File: src/rtl/nov_pkg.sv
// Shared definitions for the non-overlapping N-phase clock generator:
// the sequencer state encoding and the legal phase-count range.
package nov_pkg;

    typedef enum logic [1:0] {
        IDLE = 2'd0,
        HIGH = 2'd1,
        GAP  = 2'd2
    } nov_state_e;

    // Supported range of phase outputs for a build.
    localparam int NPH_MIN = 2;
    localparam int NPH_MAX = 8;

    // Smallest legal nsel: a frame always has at least two phases.
    localparam logic [2:0] NSEL_MIN = 3'd1;

endpackage

File: src/rtl/nov_cnt.sv
// Loadable down-counter with a registered done flag. It is loaded with
// (duration - 1) on entry to a timed state, so done rises on the last
// cycle of that state and the sequencer leaves on the following edge.
module nov_cnt #(
    parameter int CW = 8
) (
    input  logic          clk,
    input  logic          rst,
    input  logic          load,
    input  logic [CW-1:0] load_val,
    input  logic          dec,
    output logic          done
);

    localparam logic [CW-1:0] CNT_ONE = {{(CW-1){1'b0}}, 1'b1};

    logic [CW-1:0] cnt_r;
    logic          done_r;

    // Count register: load wins over decrement, counting stops at zero.
    always_ff @(posedge clk) begin
        if (rst) begin
            cnt_r  <= '0;
            done_r <= 1'b1;
        end else if (load) begin
            cnt_r  <= load_val;
            done_r <= (load_val == '0);
        end else if (dec && !done_r) begin
            cnt_r  <= cnt_r - CNT_ONE;
            done_r <= (cnt_r == CNT_ONE);
        end else begin
            cnt_r  <= cnt_r;
            done_r <= done_r;
        end
    end

    assign done = done_r;

endmodule

File: src/rtl/nov_nph_gen.sv
// Non-overlapping N-phase clock generator. Phases 0..nsel fire in turn,
// each high for tph cycles and separated by tnov all-zero cycles. The
// configuration is sampled at start and again only at each frame wrap, so
// mid-frame input changes take effect at the next sof.
module nov_nph_gen #(
    parameter int NPH = 4,
    parameter int CW  = 8
) (
    input  logic           clk,
    input  logic           rst,
    input  logic           en,
    input  logic [CW-1:0]  tph,
    input  logic [CW-1:0]  tnov,
    input  logic [2:0]     nsel,
    output logic [NPH-1:0] ph,
    output logic [NPH-1:0] phb,
    output logic           sof,
    output logic           busy,
    output logic           cfg_err
);

    import nov_pkg::*;

    localparam logic [2:0]    NSEL_MAX = 3'(NPH - 1);
    localparam bit            NPH_OK   = (NPH >= NPH_MIN) && (NPH <= NPH_MAX);
    localparam logic [CW-1:0] CNT_ONE  = {{(CW-1){1'b0}}, 1'b1};

    // A configuration is usable only with non-zero times and a phase
    // count the build actually has outputs for.
    function automatic logic cfg_legal(input logic [CW-1:0] t_h,
                                       input logic [CW-1:0] t_g,
                                       input logic [2:0]    n_s);
        return NPH_OK && (t_h != '0) && (t_g != '0) &&
               (n_s >= NSEL_MIN) && (n_s <= NSEL_MAX);
    endfunction

    // One-hot phase vector for phase index i.
    function automatic logic [NPH-1:0] onehot(input logic [2:0] i);
        return {{(NPH-1){1'b0}}, 1'b1} << i;
    endfunction

    nov_state_e    state_r, state_s;
    logic [2:0]    idx_r, idx_s;
    logic [CW-1:0] tph_r, tnov_r;
    logic [2:0]    nsel_r;
    logic          stop_r, stop_s;
    logic [NPH-1:0] ph_r, phb_r, ph_s;
    logic          sof_r, sof_s;
    logic          busy_r;
    logic          cfg_err_r, cfg_err_s;
    logic          latch_s;
    logic          cnt_load_s, cnt_dec_s, cnt_done_s;
    logic [CW-1:0] cnt_val_s;

    // Shared duration counter for both HIGH and GAP periods.
    nov_cnt #(.CW(CW)) u_cnt (
        .clk      (clk),
        .rst      (rst),
        .load     (cnt_load_s),
        .load_val (cnt_val_s),
        .dec      (cnt_dec_s),
        .done     (cnt_done_s)
    );

    // Next-state logic: sequencing, config latching, stop request, errors.
    always_comb begin
        state_s    = state_r;
        idx_s      = idx_r;
        stop_s     = stop_r;
        sof_s      = 1'b0;
        cfg_err_s  = cfg_err_r;
        latch_s    = 1'b0;
        cnt_load_s = 1'b0;
        cnt_dec_s  = 1'b0;
        cnt_val_s  = '0;
        case (state_r)
            IDLE: begin
                stop_s = 1'b0;
                if (en) begin
                    if (cfg_legal(tph, tnov, nsel)) begin
                        state_s    = HIGH;
                        idx_s      = 3'd0;
                        latch_s    = 1'b1;
                        cnt_load_s = 1'b1;
                        cnt_val_s  = tph - CNT_ONE;
                        sof_s      = 1'b1;
                    end else begin
                        cfg_err_s = 1'b1;
                    end
                end else begin
                    state_s = IDLE;
                end
            end
            HIGH: begin
                // A stop request is remembered so the pulse and its gap finish.
                stop_s = stop_r | ~en;
                if (cnt_done_s) begin
                    state_s    = GAP;
                    cnt_load_s = 1'b1;
                    cnt_val_s  = tnov_r - CNT_ONE;
                end else begin
                    cnt_dec_s = 1'b1;
                end
            end
            GAP: begin
                if (cnt_done_s) begin
                    if (stop_r || !en) begin
                        state_s = IDLE;
                        idx_s   = 3'd0;
                        stop_s  = 1'b0;
                    end else if (idx_r == nsel_r) begin
                        // Frame wrap: the only point where new settings are taken.
                        if (cfg_legal(tph, tnov, nsel)) begin
                            state_s    = HIGH;
                            idx_s      = 3'd0;
                            latch_s    = 1'b1;
                            cnt_load_s = 1'b1;
                            cnt_val_s  = tph - CNT_ONE;
                            sof_s      = 1'b1;
                        end else begin
                            state_s   = IDLE;
                            idx_s     = 3'd0;
                            stop_s    = 1'b0;
                            cfg_err_s = 1'b1;
                        end
                    end else begin
                        state_s    = HIGH;
                        idx_s      = idx_r + 3'd1;
                        cnt_load_s = 1'b1;
                        cnt_val_s  = tph_r - CNT_ONE;
                    end
                end else begin
                    cnt_dec_s = 1'b1;
                    stop_s    = stop_r | ~en;
                end
            end
            default: begin
                state_s = IDLE;
                idx_s   = 3'd0;
                stop_s  = 1'b0;
            end
        endcase
    end

    // Phase vector for the coming cycle: one bit only while in HIGH.
    always_comb begin
        if (state_s == HIGH) begin
            ph_s = onehot(idx_s);
        end else begin
            ph_s = '0;
        end
    end

    // State, latched configuration and registered outputs.
    always_ff @(posedge clk) begin
        if (rst) begin
            state_r   <= IDLE;
            idx_r     <= 3'd0;
            tph_r     <= '0;
            tnov_r    <= '0;
            nsel_r    <= 3'd0;
            stop_r    <= 1'b0;
            ph_r      <= '0;
            phb_r     <= '1;
            sof_r     <= 1'b0;
            busy_r    <= 1'b0;
            cfg_err_r <= 1'b0;
        end else begin
            state_r   <= state_s;
            idx_r     <= idx_s;
            stop_r    <= stop_s;
            ph_r      <= ph_s;
            phb_r     <= ~ph_s;
            sof_r     <= sof_s;
            busy_r    <= (state_s != IDLE);
            cfg_err_r <= cfg_err_s;
            if (latch_s) begin
                tph_r  <= tph;
                tnov_r <= tnov;
                nsel_r <= nsel;
            end
        end
    end

    assign ph      = ph_r;
    assign phb     = phb_r;
    assign sof     = sof_r;
    assign busy    = busy_r;
    assign cfg_err = cfg_err_r;

endmodule
File: config.mk
export PLATFORM = sky130hd
export DESIGN_NAME = nov_nph_gen
export DESIGN_NICKNAME = d
export VERILOG_FILES = /design/src/rtl/nov_pkg.sv /design/src/rtl/nov_cnt.sv /design/src/rtl/nov_nph_gen.sv
export SDC_FILE = /design/constraint.sdc
export NUM_CORES = 1
export LEC_CHECK = 0
export CAP_MARGIN = 10
export CORE_MARGIN = 2
export CORE_UTILIZATION = 25
export DETAILED_ROUTE_END_ITERATION = 16
export GPL_ROUTABILITY_DRIVEN = 0
export PLACE_DENSITY_LB_ADDON = 0.05
export SLEW_MARGIN = 20
export SYNTH_ARGS = -nofsm -noshare
export SYNTH_HDL_FRONTEND = slang
export SYNTH_SLANG_ARGS = --single-unit
export TNS_END_PERCENT = 50
File: constraint.sdc
create_clock -name clk -period 1.9 [get_ports clk]
set_clock_uncertainty 0.1 [all_clocks]
set_input_delay 0.38 -clock clk [delete_from_list [all_inputs] [get_ports clk]]
set_output_delay 0.38 -clock clk [all_outputs]
set_load 0.02 [all_outputs]
==> results of run 1 <==
[cell type report]
type | instances | share of cell area, %
Multi-Input combinational cell | 215 | 43.29
Timing Repair Buffer | 156 | 29.08
Sequential cell | 45 | 19.82
Tap cell | 136 | 3.703
Clock buffer | 5 | 1.497
Clock inverter | 3 | 1.497
Inverter | 13 | 1.116
[repair_timing]
item,4_1_cts,5_1_grt
pin swaps,35,22
cloned,3,0
setup buffers,15,9
setup endpoints to repair,43,43
hold buffers,0,0
gates resized for setup,78,36
[stage by stage]
| step | setup slack [ns] | util (%) | instances | power, mW | hold slack (ns) |
|---|---|---|---|---|---|
| floorplan | -0.03482 | - | 281 | 1.380 | 0.3690 |
| finish | -0.2205 | 45.12 | 573 | 2.701 | 0.2736 |
| global route | -0.3498 | 45.12 | 573 | 2.862 | 0.2627 |
| CTS | -0.2426 | 43.06 | 565 | 2.704 | 0.3848 |
| global placement | -0.7312 | 37.87 | 540 | 1.683 | 0.3755 |
| detailed placement | -0.7521 | 37.87 | 540 | 1.686 | 0.3780 |
[synthesized netlist by cell type (all sizes together), types with 2 or more instances]
master	count
or2	2
xnor2	14
dfxtp	45
or3	5
a311o	2
a221oi	3
nor2	38
nand4b	3
buf	5
nand3	5
ha	11
nor3	16
nor4	6
xor2	13
a211o	2
o22ai	6
a211oi	12
inv	13
nand2	12
or4	3
a31oi	2
nor3b	6
and2	3
clkbuf	3
a21oi	11
mux2i	18
nor2b	4
and3	2
o31ai	2
[where the power goes]
part / internal, mW / total (mW) / leakage [nW] / switching [mW]
clock: 0.530 / 0.884 / 0.0687 / 0.354
sequential: 0.989 / 1.03 / 0.370 / 0.0383
combinational: 0.426 / 0.789 / 1.49 / 0.364
[worst max-delay path by stage]
stage | cells past startpoint | end | start
5_1_grt | 11 | phb[3]$_SDFF_PP1_ | state_r[0]$_SDFF_PP0_
2_1_floorplan | 7 | u_cnt.cnt_r[7]$_SDFFE_PP0P_ | state_r[0]$_SDFF_PP0_
4_1_cts | 5 | u_cnt.done$_SDFFE_PP1P_ | tnov_r[2]$_SDFFE_PP0P_
6_report | 9 | u_cnt.done$_SDFFE_PP1P_ | state_r[0]$_SDFF_PP0_
3_3_place_gp | 8 | ph[2]$_SDFF_PP0_ | tnov[0]
3_5_place_dp | 8 | ph[2]$_SDFF_PP0_ | tnov[0]
[cell families after synthesis]
kind of cell	count (synthesis)	synth area share, %
buf+inv	21	3.658
mux	18	6.933
fa+ha+maj	11	5.296
simple gates	109	24.56
compound gates	50	15.79
flops	45	34.67
xor+xnor	27	9.100
[state kept, by name, indices dropped and copies added (netlist names)]
name / count
tnov_r: 8
cfg_err: 1
sof: 1
busy: 1
ph: 4
u_cnt.cnt_r: 8
state_r: 2
nsel_r: 3
stop_r: 1
tph_r: 8
u_cnt.done: 1
idx_r: 3
phb: 4
[critical path, cell delays in order, from the launching register on]
cell	delay [ns]
dfxtp_4	0.37
inv_4	0.04
ha_4	0.15
and4b_2	0.26
o31a_4	0.14
buf_6	0.13
a21o_1	0.18
or3_4	0.40
nor3_4	0.11
a311o_1	0.17
[per-layer routing]
layer | vias up | wire length, µm | global-route usage [%] | share of wire, %
met5 | - | 0 | 0 | 0
met4 | 0 | 63 | 3.195 | 0.78
met3 | 5 | 154 | 2.023 | 1.9
met2 | 25 | 4301 | 28.02 | 53
met1 | 1218 | 3592 | 19.33 | 44
li1 | 1320 | - | - | -
==> flow_metrics.py, run 1 <==
metrics = {
    "outcome": {
        "status": "finished with violations",
        "violations": "setup timing",
    },
    "layout": {
        "final_common_cell": "buf_4",
        "seqCellArea_um2": 910.9,
        "final_layout_size_suffix_gt1_share_pct": 48.97,
        "final_nets": 469,
        "multi_input_area_um2": 1989,
        "final_cell_area_um2": 4596,
        "area_growth_pct": 76.84,
        "n_antenna_cell": 0,
        "layout_common_cells": "104 x buf_4, 39 x dfxtp_1, 33 x nor2_1, 17 x mux2i_1, 16 x dlygate4sd2_1",
        "fillers": 1043,
    },
    "floorplan": {
        "ioPinCount": 33,
        "die_h_um": 106.0,
        "core_um2": 10180,
        "fp.dieW_um": 106.0,
        "initial_core_util_pct": 25.52,
        "die_area_um2": 11230,
        "fp-row-count": 37,
    },
    "grt": {
        "grt_overflow": 0,
        "antenna_found_initial": 0,
        "grt_max_degree": 24,
        "first_global_vias": 2705,
        "track_usage_pct": 15.36,
        "grt_pass1_wl_mm": 13.70,
    },
    "clocking": {
        "cts-buffers-inserted": 5,
        "tritoncts": "done",
        "root_buffer": "clkbuf_8",
        "cts.sinks": 45,
        "cts.reportedPaths.clkPinSlew_ns": 0.09,
        "insertion_delay_ns": 0.30,
        "clockBufferDepth": 2,
        "htree_levels": 2,
    },
    "logic_synthesis": {
        "yosys_warnings": 0,
        "synth-main-ff-cell": "dfxtp_1",
        "ys_ff_latch": 45,
        "synthArstFlopShare_pct": 0,
        "synth.avg_cell_area_um2": 9.248,
        "synth_area_leader_cell": "dfxtp_1",
        "synthCells": 281,
        "synth-seq-area-share_pct": 34.67,
        "yosys-top-cells-area": "dfxtp_1 35%, mux2i_1 6.9%, nor2_1 5.5%",
        "synth_cell_type_count": 58,
        "syn-num-nets": 314,
        "netlist.area_leader.share_pct": 34.67,
        "synth_area_um2": 2599,
        "synth_edf_count": 0,
    },
    "worst_hold_path": {
        "hold_class": "input pin to flop",
        "hold_end": "tnov_r[3]$_SDFFE_PP0P_",
        "min_path_cells": 3,
        "min_from": "tnov[3]",
    },
    "timing": {
        "layout_setup_ws_ns": -0.2205,
        "slew_headroom_pct": 77.96,
        "drv_slew": 0,
        "post-route-period-util_pct": 111.6,
        "rsz0062_at_grt": "true",
        "setup_tns_ns": -3.991,
        "finalHoldViolCount": 0,
        "finalCriticalPeriod_ns": 2.121,
        "fmax_mhz": 471.6,
        "worst_slew_pin_slew_ns": 0.3280,
        "setup_violations": 36,
    },
    "worst_setup_path": {
        "crit_arrival_ns": 2.26,
        "r2r_cells": 9,
        "timing.rr.start": "state_r[0]$_SDFF_PP0_",
        "cp_max_fo": 4,
        "critPathLaunchType": "flop",
        "cp-end-kind": "flop",
        "timing.rr.end": "u_cnt.done$_SDFFE_PP1P_",
        "crit_type": "flop to flop",
        "reg2reg_setup_slack_ns": -0.22,
        "critical_path_required_ns": 2.04,
    },
    "placed_design": {
        "io_buffers": 32,
        "dp_hpwl_mm": 6.102,
        "placed_cell_area_um2": 3857,
    },
    "route": {
        "ant_nets": 0,
        "remaining_drc_errors": 0,
        "avgViaCountPerCell": 4.482,
        "num_vias": 2568,
        "firstDrtPassIters": 4,
        "routedWlPerCell_um": 14.16,
        "drt_iter0_markers": 47,
        "wl_mm": 8.111,
    },
    "pwr": {
        "irDropWorstVdd_mv": 0.3169,
        "leakage_nw": 1.931,
        "power_density_nw_per_um2": 587.6,
    },
    "run": {
        "drv_cap": 0,
    },
}
Note: power is estimated with default switching activity, not from simulation.
==> run 2: changes to the inputs <==
- CORE_ASPECT_RATIO: not set -> 0.7
- CORE_UTILIZATION: 25 -> 40
- SYNTH_HIERARCHICAL: not set -> 1
==> flow_metrics.py, run 2 <==
metrics = {
    "grt": {
        "first_global_vias": 2643,
        "grt_pass1_wl_mm": 13.17,
        "antenna_found_initial": 0,
        "grt_max_degree": 17,
        "track_usage_pct": 22.96,
        "grt_overflow": 0,
    },
    "layout": {
        "largestRegisters": "tnov_r: 8 flops, tph_r: 8 flops, u_cnt/cnt_r: 8 flops",
        "final_core_util_pct": 71.56,
        "area_growth_pct": 68.96,
        "layout_common_cells": "80 x buf_4, 42 x dfxtp_1, 34 x nor2_1, 22 x buf_6, 18 x mux2i_1",
        "final_nets": 468,
        "n_antenna_cell": 0,
        "final_layout_size_suffix_gt1_share_pct": 46.33,
        "final_common_cell": "buf_4",
    },
    "outcome": {
        "status": "finished with violations",
        "violations": "setup timing",
    },
    "route": {
        "num_vias": 2785,
        "routedWlPerCell_um": 15.88,
        "wl_mm": 8.368,
        "remaining_drc_errors": 0,
        "drt_iter0_markers": 102,
        "firstDrtPassIters": 4,
        "avgViaCountPerCell": 5.285,
        "ant_nets": 0,
    },
    "pwr": {
        "power_density_nw_per_um2": 538.3,
        "leakage_nw": 1.933,
        "irDropWorstVdd_mv": 0.3707,
    },
    "worst_setup_path": {
        "crit_arrival_ns": 2.26,
        "critical_path_required_ns": 2.01,
        "critPathLaunchType": "flop",
        "cp_max_fo": 6,
        "crit_type": "flop to flop",
        "cp-end-kind": "flop",
    },
    "placed_design": {
        "dp_hpwl_mm": 5.564,
        "pre_cts_ws_ns": -0.9313,
        "io_buffers": 32,
    },
    "floorplan": {
        "die_h_um": 72.69,
        "die_area_um2": 7424,
        "fp-row-count": 24,
        "ioPinCount": 33,
        "core_um2": 6366,
        "initial_core_util_pct": 42.35,
        "fp.dieW_um": 102.1,
    },
    "timing": {
        "setup_violations": 37,
        "rsz0062_at_grt": "true",
        "finalHoldViolCount": 0,
        "finalCriticalPeriod_ns": 2.149,
        "slew_headroom_pct": 60.28,
        "post-route-period-util_pct": 113.1,
        "fmax_mhz": 465.4,
        "worst_slew_pin_slew_ns": 0.5903,
        "drv_slew": 0,
        "layout_setup_ws_ns": -0.2486,
    },
    "logic_synthesis": {
        "synth-adder-area-share_pct": 5.104,
        "synth-simple-area-share_pct": 24.78,
        "synth_area_leader_cell": "dfxtp_1",
        "synth-compound-area-share_pct": 17.87,
        "yosys_warnings": 6,
        "netlist_top_cells_count": "45 x dfxtp_1, 42 x nor2_1, 19 x mux2i_1",
        "netlist.area_leader.share_pct": 33.41,
        "synth_edf_count": 0,
        "synthCells": 299,
        "ys_ff_latch": 45,
        "syn-num-nets": 332,
        "synth_area_um2": 2696,
        "synth_top_family_by_area": "simple AND/OR/NAND/NOR gates",
        "yosysMostFrequentCell": "dfxtp_1",
        "synth-xor-area-share_pct": 6.821,
        "synth.avg_cell_area_um2": 9.018,
        "synth_mux_area_share_pct": 7.610,
        "synth-main-ff-cell": "dfxtp_1",
        "synthArstFlopShare_pct": 0,
        "yosys-top-cells-area": "dfxtp_1 33%, mux2i_1 7.1%, nor2_1 5.8%",
        "synth_cell_type_count": 72,
        "synth-seq-area-share_pct": 33.41,
    },
    "clocking": {
        "hold_buffers": 0,
        "root_buffer": "clkbuf_8",
        "insertion_delay_ns": 0.31,
        "cts-buffers-inserted": 5,
        "tritoncts": "done",
        "cts.reportedPaths.clkPinSlew_ns": 0.10,
        "cts.sinks": 45,
        "htree_levels": 2,
        "clockBufferDepth": 2,
    },
    "run": {
        "drv_cap": 0,
    },
    "worst_hold_path": {
        "hold_class": "input pin to flop",
    },
}
## run 2: changes by cell type in the layout (fill, tap and decap cells not counted), sizes merged, moves of 6 or more
cell           change
buf               -19
nor3               -9
xor2               -9
a211oi             -8
clkdlybuf4s15      +6
## run 2: final cells by class
type                            instances  area [µm²]
Clock buffer                            5       68.82
Sequential cell                        45       907.1
Timing Repair Buffer                  137        1214
Clock inverter                          3       21.27
Fill cell                             502        1810
Multi-Input combinational cell        228        2153
Tap cell                               91       113.9
Inverter                               18       77.57
## run 2: cell families after synthesis
logic type | Yosys count
simple gates | 117
compound gates | 58
buf+inv | 27
xor+xnor | 21
mux | 20
fa+ha+maj | 11
flops | 45
## run 2: repair_timing
item / in CTS / in global routing
pin swaps: 41 / 22
setup endpoints to repair: 36 / 41
setup buffers: 17 / 8
cloned: 1 / 0
resized for setup: 97 / 41
## run 2: report_power, final
part	leakage [nW]	internal [mW]	switching (mW)
registers	0.368	0.986	0.0393
logic	1.52	0.419	0.367
clock network	0.0445	0.262	0.379
total	1.93	1.67	0.785
## run 2: through the flow
step / cell area, µm² / power, mW / hold WS, ns / setup TNS [ns] / std cells
6_report: 4556 / 2.452 / 0.3693 / -3.489 / 527
5_1_grt: 4556 / 2.564 / 0.4250 / -6.344 / 527
4_1_cts: 4342 / 2.397 / 0.3712 / -1.983 / 523
3_5_place_dp: 3780 / 1.671 / 0.3650 / -22.10 / 497
3_3_place_gp: 3780 / 1.663 / 0.3665 / -20.69 / 497
2_1_floorplan: 2771 / 1.395 / 0.3567 / -0.3422 / 299
## run 2: worst max-delay path, stage by stage (launching register included)
cell	delay [ns]
dfxtp_2	0.35
inv_4	0.08
ha_4	0.16
and4b_1	0.26
a41o_4	0.25
nand3_4	0.13
or2_4	0.26
a21oi_4	0.16
nor4_2	0.07
a31oi_1	0.15
o21ai_1	0.08
## run 2: final timing paths
kind                                       startpoint                 endpoint  slack (ns)  depth (start not counted)
worst min register to register   cfg_err$_SDFFE_PP0P_     cfg_err$_SDFFE_PP0P_        0.38                          2
worst max-delay path            state_r[0]$_SDFF_PP0_  u_cnt/done$_SDFFE_PP1P_       -0.25                         10
worst min-delay path                          nsel[0]   nsel_r[0]$_SDFFE_PP0P_        0.37                          3
worst max register to register  state_r[0]$_SDFF_PP0_  u_cnt/done$_SDFFE_PP1P_       -0.25                         10
## run 2: layer usage
| layer | up-vias | part of all wire (%) | wire length, µm | GRT usage (%) |
|---|---|---|---|---|
| met5 | - | 0 | 0 | 0 |
| met4 | 0 | 1.9 | 163 | 7.407 |
| met3 | 17 | 4.5 | 379 | 3.831 |
| met2 | 75 | 47 | 3925 | 37.06 |
| met1 | 1319 | 47 | 3899 | 31.47 |
| li1 | 1374 | - | - | - |
==> run 3: changes to the inputs <==
- clock period: 1.9 -> 2.73 ns (I/O delays scaled with it)
==> flow_metrics.py, run 3 (synthesis gave the netlist of run 2 again) <==
metrics = {
    "placed_design": {
        "dp_hpwl_mm": 4.986,
        "io_buffers": 32,
        "placed_cell_area_um2": 3395,
    },
    "timing": {
        "slew_headroom_pct": 65.88,
        "post-route-period-util_pct": 96.58,
        "worst_slew_pin_slew_ns": 0.5071,
        "finalHoldViolCount": 0,
        "fmax_mhz": 379.3,
        "finalCriticalPeriod_ns": 2.637,
        "holdWs_ns": 0.4205,
        "setup_violations": 0,
        "drv_slew": 0,
        "rsz0062_at_grt": "true",
    },
    "clocking": {
        "insertion_delay_ns": 0.29,
        "cts.sinks": 45,
        "tritoncts": "done",
        "cts-buffers-inserted": 5,
        "htree_levels": 2,
        "clockBufferDepth": 2,
        "root_buffer": "clkbuf_8",
        "hold_buffers": 0,
        "cts.reportedPaths.clkPinSlew_ns": 0.09,
    },
    "floorplan": {
        "die_h_um": 72.69,
        "fp.dieW_um": 102.1,
        "core_um2": 6366,
        "die_area_um2": 7424,
        "ioPinCount": 33,
        "initial_core_util_pct": 42.35,
        "fp-row-count": 24,
    },
    "worst_setup_path": {
        "cp.depth": 9,
        "crit_family": "compound AO/OA/AOI/OAI gates",
        "cp_num_buf_inv": 2,
        "critical_path_required_ns": 2.81,
        "crit_type": "input pin to flop",
        "reg2reg_setup_slack_ns": 0.20,
        "crit_end": "u_cnt/cnt_r[5]$_SDFFE_PP0P_",
        "timing.rr.start": "state_r[1]$_SDFF_PP0_",
        "crit_arrival_ns": 2.72,
        "cp-startpoint": "tnov[1]",
        "r2r_cells": 10,
        "path_cells": "clkdlybuf4s50_1, nor4_2, a211oi_4, and2_1, o2bb2ai_1, a21oi_1, clkinv_1, and4_1, a2111oi_0",
        "cp_max_fo": 4,
        "cp-end-kind": "flop",
        "critPathLaunchType": "input pin",
        "timing.rr.end": "u_cnt/done$_SDFFE_PP1P_",
        "slowest_delay_ns": 0.49,
        "cp_slowest_cell": "clkdlybuf4s50_1",
    },
    "grt": {
        "antenna_found_initial": 0,
        "track_usage_pct": 17.58,
        "grt_max_degree": 16,
        "first_global_vias": 2115,
        "grt_pass1_wl_mm": 10.39,
        "grt_overflow": 0,
    },
    "layout": {
        "final_common_cell": "dfxtp_1",
        "multi_input_area_um2": 1678,
        "largestRegisters": "tnov_r: 8 flops, tph_r: 8 flops, u_cnt/cnt_r: 8 flops",
        "area_growth_pct": 30.26,
        "seqCellArea_um2": 900.9,
        "final_nets": 404,
        "final_cell_area_um2": 3512,
        "final_layout_size_suffix_gt1_share_pct": 19.62,
        "layout_common_cells": "45 x dfxtp_1, 42 x nor2_1, 42 x buf_4, 32 x clkdlybuf4s50_1, 19 x mux2i_1",
        "n_antenna_cell": 0,
        "fillers": 622,
    },
    "route": {
        "firstDrtPassIters": 4,
        "drt_iter0_markers": 67,
        "num_vias": 2302,
        "wl_mm": 6.232,
        "avgViaCountPerCell": 4.972,
        "remaining_drc_errors": 0,
        "ant_nets": 0,
        "routedWlPerCell_um": 13.46,
    },
    "pwr": {
        "power_density_nw_per_um2": 457.5,
        "irDropWorstVdd_mv": 0.2256,
        "leakage_nw": 1.476,
    },
    "outcome": {
        "status": "finished clean",
    },
    "worst_hold_path": {
        "hold_class": "flop to flop",
    },
    "run": {
        "drv_cap": 0,
    },
}
## run 3: changes by cell type in the layout (fill, tap and decap cells not counted), moves of 5 or more
cell / delta
dlygate4sd2_1: -12
buf_6: -22
clkdlybuf4s50_1: +19
ha_1: +6
inv_1: +5
buf_4: -38
clkdlybuf4s15_1: -7
nor2_1: +8
a21oi_1: +8
ha_4: -5
## run 3: report_power, final
| part | switching, mW | internal, mW | total (mW) |
|---|---|---|---|
| sequential | 0.0346 | 0.687 | 0.721 |
| combinational | 0.173 | 0.192 | 0.365 |
| clock | 0.222 | 0.299 | 0.521 |
## run 3: through the flow
stage / std cells / setup TNS [ns] / worst slack, ns / util (%) / power, mW
after global placement: 455 / -1.035 / -0.2118 / 53.32 / 1.100
after floorplan: 299 / 0 / 0.4023 / - / 0.9550
after CTS: 463 / 0 / 0.1161 / 55.15 / 1.621
after global routing: 463 / -0.001813 / -0.001813 / 55.17 / 1.687
final: 463 / 0 / 0.09324 / 55.17 / 1.607
after detailed placement: 455 / -1.178 / -0.1821 / 53.32 / 1.100
## run 3: repair_timing
| action | CTS | global route |
|---|---|---|
| buffers inserted | 0 | 0 |
| setup endpoints to repair | 0 | 2 |
| resized for setup | 0 | 1 |
## run 3: area by class of cell
class,instances,share of cell area (%)
multi-input cells,227,47.77
flip-flops and latches,45,25.65
repair buffers,74,18.10
well taps,91,3.242
clock buffers,7,2.458
inverters,18,1.924
clock inverters,1,0.8550
## run 3: how the worst min path moves through the flow
stage	start	endpoint	cells past startpoint
floorplan	u_cnt/cnt_r[6]$_SDFFE_PP0P_	u_cnt/cnt_r[6]$_SDFFE_PP0P_	2
global placement	cfg_err$_SDFFE_PP0P_	cfg_err$_SDFFE_PP0P_	2
detailed placement	cfg_err$_SDFFE_PP0P_	cfg_err$_SDFFE_PP0P_	2
CTS	cfg_err$_SDFFE_PP0P_	cfg_err$_SDFFE_PP0P_	2
global route	u_cnt/cnt_r[6]$_SDFFE_PP0P_	u_cnt/cnt_r[6]$_SDFFE_PP0P_	2
finish	cfg_err$_SDFFE_PP0P_	cfg_err$_SDFFE_PP0P_	2
## run 3: worst register-to-register path, delay by kind of cell, from the launching register on
family,cells,cell delay (ns)
adders and majority gates,1,0.29
AOI/OAI and AO/OA,5,0.80
buffers and inverters,1,0.24
and+or+nand+nor,3,0.55
DFF,1,0.44
## run 3: routing by layer
metal  wire [µm]  track usage (%)  vias to the layer above
li1            -                -                     1234
met1        3656            29.02                     1027
met2        2330            23.32                       37
met3         208            3.161                        4
met4          38            3.111                        0
met5           0                0                        -
